[config.mk]
export PLATFORM = sky130hd
export DESIGN_NAME = edge_event_counter
export DESIGN_NICKNAME = d
export VERILOG_FILES = /design/src/rtl/edge_event_counter.sv
export SDC_FILE = /design/constraint.sdc
export NUM_CORES = 1
export LEC_CHECK = 0
export CAP_MARGIN = 20
export CORE_MARGIN = 8
export CORE_UTILIZATION = 35
export CTS_BUF_LIST = sky130_fd_sc_hd__clkbuf_4 sky130_fd_sc_hd__clkbuf_8 sky130_fd_sc_hd__clkbuf_16
export DETAILED_ROUTE_END_ITERATION = 10
export GPL_TIMING_DRIVEN = 1
export SLEW_MARGIN = 15
export SYNTH_ARGS = -nofsm -noshare
export SYNTH_HDL_FRONTEND = slang
export SYNTH_SLANG_ARGS = --single-unit
[constraint.sdc]
create_clock -name CLK -period 3.3 [get_ports CLK]
set_input_delay 0.66 -clock CLK [delete_from_list [all_inputs] [get_ports CLK]]
set_output_delay 0.66 -clock CLK [all_outputs]
set_load 0.05 [all_outputs]
[src/rtl/edge_event_counter.sv]
// Rising-edge event counter with saturation, registered threshold flag and a
// 4-phase snapshot handshake that lets a consumer read the count without tearing.
module edge_event_counter #(
  parameter int unsigned WIDTH        = 8,
  parameter int unsigned THRESHOLD    = 4,
  parameter bit          THRESHOLD_EN = 1'b1
) (
  input  logic             CLK,
  input  logic             RST_N,
  input  logic             I,
  input  logic             EN,
  input  logic             CLR,
  input  logic             RD_REQ,
  output logic             RD_ACK,
  output logic [WIDTH-1:0] Q,
  output logic             O,
  output logic             OVF
);

  localparam logic [WIDTH-1:0] CntMax    = '1;
  localparam logic [WIDTH-1:0] ThreshVal = WIDTH'(THRESHOLD);

  typedef enum logic [1:0] {StIdle, StAck, StWait} state_e;

  state_e           state_q, state_d;
  logic [WIDTH-1:0] cnt_q, cnt_d;
  logic [WIDTH-1:0] snap_q, snap_d;
  logic             i_prev_q;
  logic             ack_q, ack_d;
  logic             o_q, o_d;
  logic             ovf_q, ovf_d;
  logic             evt;

  assign evt = I & ~i_prev_q;

  always_comb begin
    cnt_d = cnt_q;
    ovf_d = ovf_q;
    if (CLR) begin
      // Clear wins over a coincident edge.
      cnt_d = '0;
      ovf_d = 1'b0;
    end else if (EN && evt) begin
      if (cnt_q != CntMax) begin
        cnt_d = cnt_q + 1'b1;
      end else begin
        ovf_d = 1'b1;
      end
    end
    o_d = THRESHOLD_EN && (cnt_d >= ThreshVal);
  end

  // Snapshot takes the pre-update count, so a same-cycle edge or clear is excluded.
  always_comb begin
    state_d = state_q;
    ack_d   = ack_q;
    snap_d  = snap_q;
    unique case (state_q)
      StIdle: begin
        if (RD_REQ) begin
          snap_d  = cnt_q;
          ack_d   = 1'b1;
          state_d = StAck;
        end
      end
      StAck: begin
        if (!RD_REQ) begin
          ack_d   = 1'b0;
          state_d = StWait;
        end
      end
      StWait: begin
        state_d = StIdle;
      end
      default: begin
        ack_d   = 1'b0;
        state_d = StIdle;
      end
    endcase
  end

  always_ff @(posedge CLK or negedge RST_N) begin
    if (!RST_N) begin
      state_q  <= StIdle;
      cnt_q    <= '0;
      snap_q   <= '0;
      i_prev_q <= 1'b0;
      ack_q    <= 1'b0;
      o_q      <= 1'b0;
      ovf_q    <= 1'b0;
    end else begin
      state_q  <= state_d;
      cnt_q    <= cnt_d;
      snap_q   <= snap_d;
      i_prev_q <= I;
      ack_q    <= ack_d;
      o_q      <= o_d;
      ovf_q    <= ovf_d;
    end
  end

  assign RD_ACK = ack_q;
  assign Q      = snap_q;
  assign O      = o_q;
  assign OVF    = ovf_q;

endmodule

==> results.md <==
- Wire per inst: 14.7 µm
- CP delay by family, top: simple AND/OR/NAND/NOR gates
- Worst Setup Path Type: input port to register
- Detailed Place HPWL: 1.42 mm
- Die Ht: 69.7 µm
- Setup TNS: 0 ps
- Crit-path cells: clkdlybuf4s50_1, nand3b_1, or2_0, a311oi_1, mux2_2, or4_4
- Crit path max fanout: 4
- RSZ-0062 raised after global routing: false
- Initial antenna violation count: 0
- GRT Overall Usage: 8.55%
- Port buffer count: 16
- ANT nets after route: 0
- WP data arrival: 2720 ps
- Clock Path Buffers: 2
- Crit path required time: 3510 ps
- Max Transition Viols Final: 0
- Initial cell density of the core: 36.6%
- R2r worst-path depth: 5
- CP max stage delay: 500 ps
- Register area share after synthesis: 54.6%
- Psw: 123 µW
- N_diodes: 0
- Layout fillers: 272
- Syn nets: 89
- Crit path launch: I
- WP depth: 6
- Final period util: 76.2%
- Number of global-route vias before repair: 726
- TritonCTS clock tree: done
- Setup bufs post-CTS: 0
- Area of the multi-input gates: 434 µm²
- CP startpoint kind: input port
- GRT overflow: 0
- I/O Pins: 17
- Nets: 110
- Clock Latency Late Sink: 320 ps
- Sequential share of power: 51.5%
- Number of synthesized flops with an enable pin: 0
- H-tree levels: 1
- Crit path capture: O
- Pwr Total: 542 µW
- Status: complete, no violations
- Area Growth Syn to Fin: 25.6%
- Clock Sinks: 22
- First-pass GRT wire length: 3.48 mm
- Hold slack: 440 ps
- Register Area: 551 µm²
- Setup-failing EPs final: 0
- DR vias/cell: 5.15
- Final Skew: 4.72 ps
- Post-synth ARST share: 100%
- Share of layout cells above drive strength 1: 20.6%
- Synth Flop Type: dfrtp_1
- Worst path slowest cell: or4_4
- CTS buffer count: 3
- Static Leakage: 0.000582 µW
- Final WL: 1.95 mm
- # rows: 19
- Synth unique cells: 32
- Die Width: 69.7 µm
- Routability cong.: 0.877
- Final hold vios: 0
- Clock transition at path regs: 130 ps
- CP bufs+invs: 1
- Clock Power Share: 39.2%
- Reg-to-reg endpoint: O
- Core box area: 2760 µm²
- Hold Buf Count CTS: 0
- Yosys reg bits: 22
- Combinational Power Share: 9.2%
- DR iter-0 viols: 20
- Max Cap Viol: 0
- Int Power: 420 µW
- Ys Warns: 0
- Post-Layout Cell Count: 133
- Actual slew at the worst max-slew pin: 514 ps
- Detailed-route via count: 685
- Drt first pass iters: 2
- Residual DRC: 0
- Switching portion of total power: 22.6%
- Reg2reg start: cnt_q[2]
- Crit end category: register
- Final min period: 2510 ps
- Post-cts resize count: 0
- Synth Instances: 82
- Worst VDD drop: 0.236 mV
- Largest net degree at the start of global routing: 23
- Worst slew margin: 65.6%
- HP Class: register to register
- Area of the mapped netlist: 1010 µm²
- DIE AREA: 4860 µm²
- Worst R2R Setup Slack: 1130 ps
- Max Fclk: 398 MHz
- Root Buffer: clkbuf_4
- Post-Syn Area per Cell: 12.3 µm²
- DP Cell Count: 128
- Pwr dens: 428 nW/µm²
[through the flow]
stage / instance area [µm²] / util, % / setup WS, ps
after floorplan: 1010 / - / 1040
after global placement: 1200 / 43.5 / 484
after detailed placement: 1200 / 43.5 / 444
after CTS: 1250 / 45.4 / 791
after global routing: 1270 / 45.9 / 713
final: 1270 / 45.9 / 787
[registers in the layout (all words and copies together), names as in the netlist]
register and cells:
cnt_q 8, i_prev_q 1, RD_ACK 1, O 1, state_q 2, Q 8, OVF 1
[power by group through the flow]
stage	clock network, µW	logic, µW	registers, µW
finish	213	50.2	280
global route	232	55.4	281
CTS	218	49.4	280
detailed placement	0	49.5	285
global placement	0	48.5	285
floorplan	0	15.7	296
[kinds of logic (layout without fill, tap and decap cells)]
kind of cell,Yosys count,in the layout,synth area share (%)
and+or+nand+nor,30,30,18.0
DFF,22,22,54.6
muxes,13,13,14.5
AOI/OAI and AO/OA,9,9,6.58
buffers and inverters,4,24,2.36
adders and majority gates,2,2,2.23
xor gates and xnor gates,2,2,1.74
[cell usage in the layout, fill, tap and decap left out, drive strengths merged, types with 2 or more instances in the layout]
cell / n
inv: 2
nand2: 4
dfrtp: 22
a21oi: 3
mux2: 10
and2b: 2
buf: 2
nand3: 2
nor3: 4
clkdlybuf4s50: 16
nor2: 10
clkbuf: 3
mux2i: 3
[cells in the mapped netlist (2+ instances only)]
cell	count	area (µm²)
dfrtp_1	22	551
mux2_2	9	101
nor2_1	9	33.8
nand2_1	4	15.0
nor3_1	4	20.0
a21oi_1	3	15.0
mux2i_1	3	30.0
and2b_2	2	17.5
inv_1	2	7.51
nand3_1	2	10.0
[worst min-delay path by stage]
| stage | slack (ps) | end | start | cells after the start |
|---|---|---|---|---|
| 2_1_floorplan | 360 | O | RST_N | 0 |
| 3_3_place_gp | 420 | state_q[1] | state_q[1] | 1 |
| 3_5_place_dp | 420 | state_q[1] | state_q[1] | 1 |
| 4_1_cts | 440 | state_q[1] | state_q[1] | 1 |
| 5_1_grt | 470 | state_q[1] | state_q[1] | 1 |
| 6_report | 440 | state_q[1] | state_q[1] | 1 |
[metal layers]
metal	GRT usage, %	wire, µm	vias to the layer above
met5	0	0	-
met4	4.02	26	0
met3	2.86	104	4
met2	13.1	879	10
met1	10.5	939	342
li1	-	-	329
[area by class of cell]
| type | instances | share of cell area [%] |
|---|---|---|
| sequential | 22 | 43.5 |
| clock buffer | 3 | 1.78 |
| clock inverter | 1 | 2.37 |
| inverter | 2 | 0.593 |
| multi-input combinational | 56 | 34.3 |
| timing repair buffer | 18 | 14.4 |
| tap | 31 | 3.06 |
No activity file was read; power rests on OpenSTA's default activity.
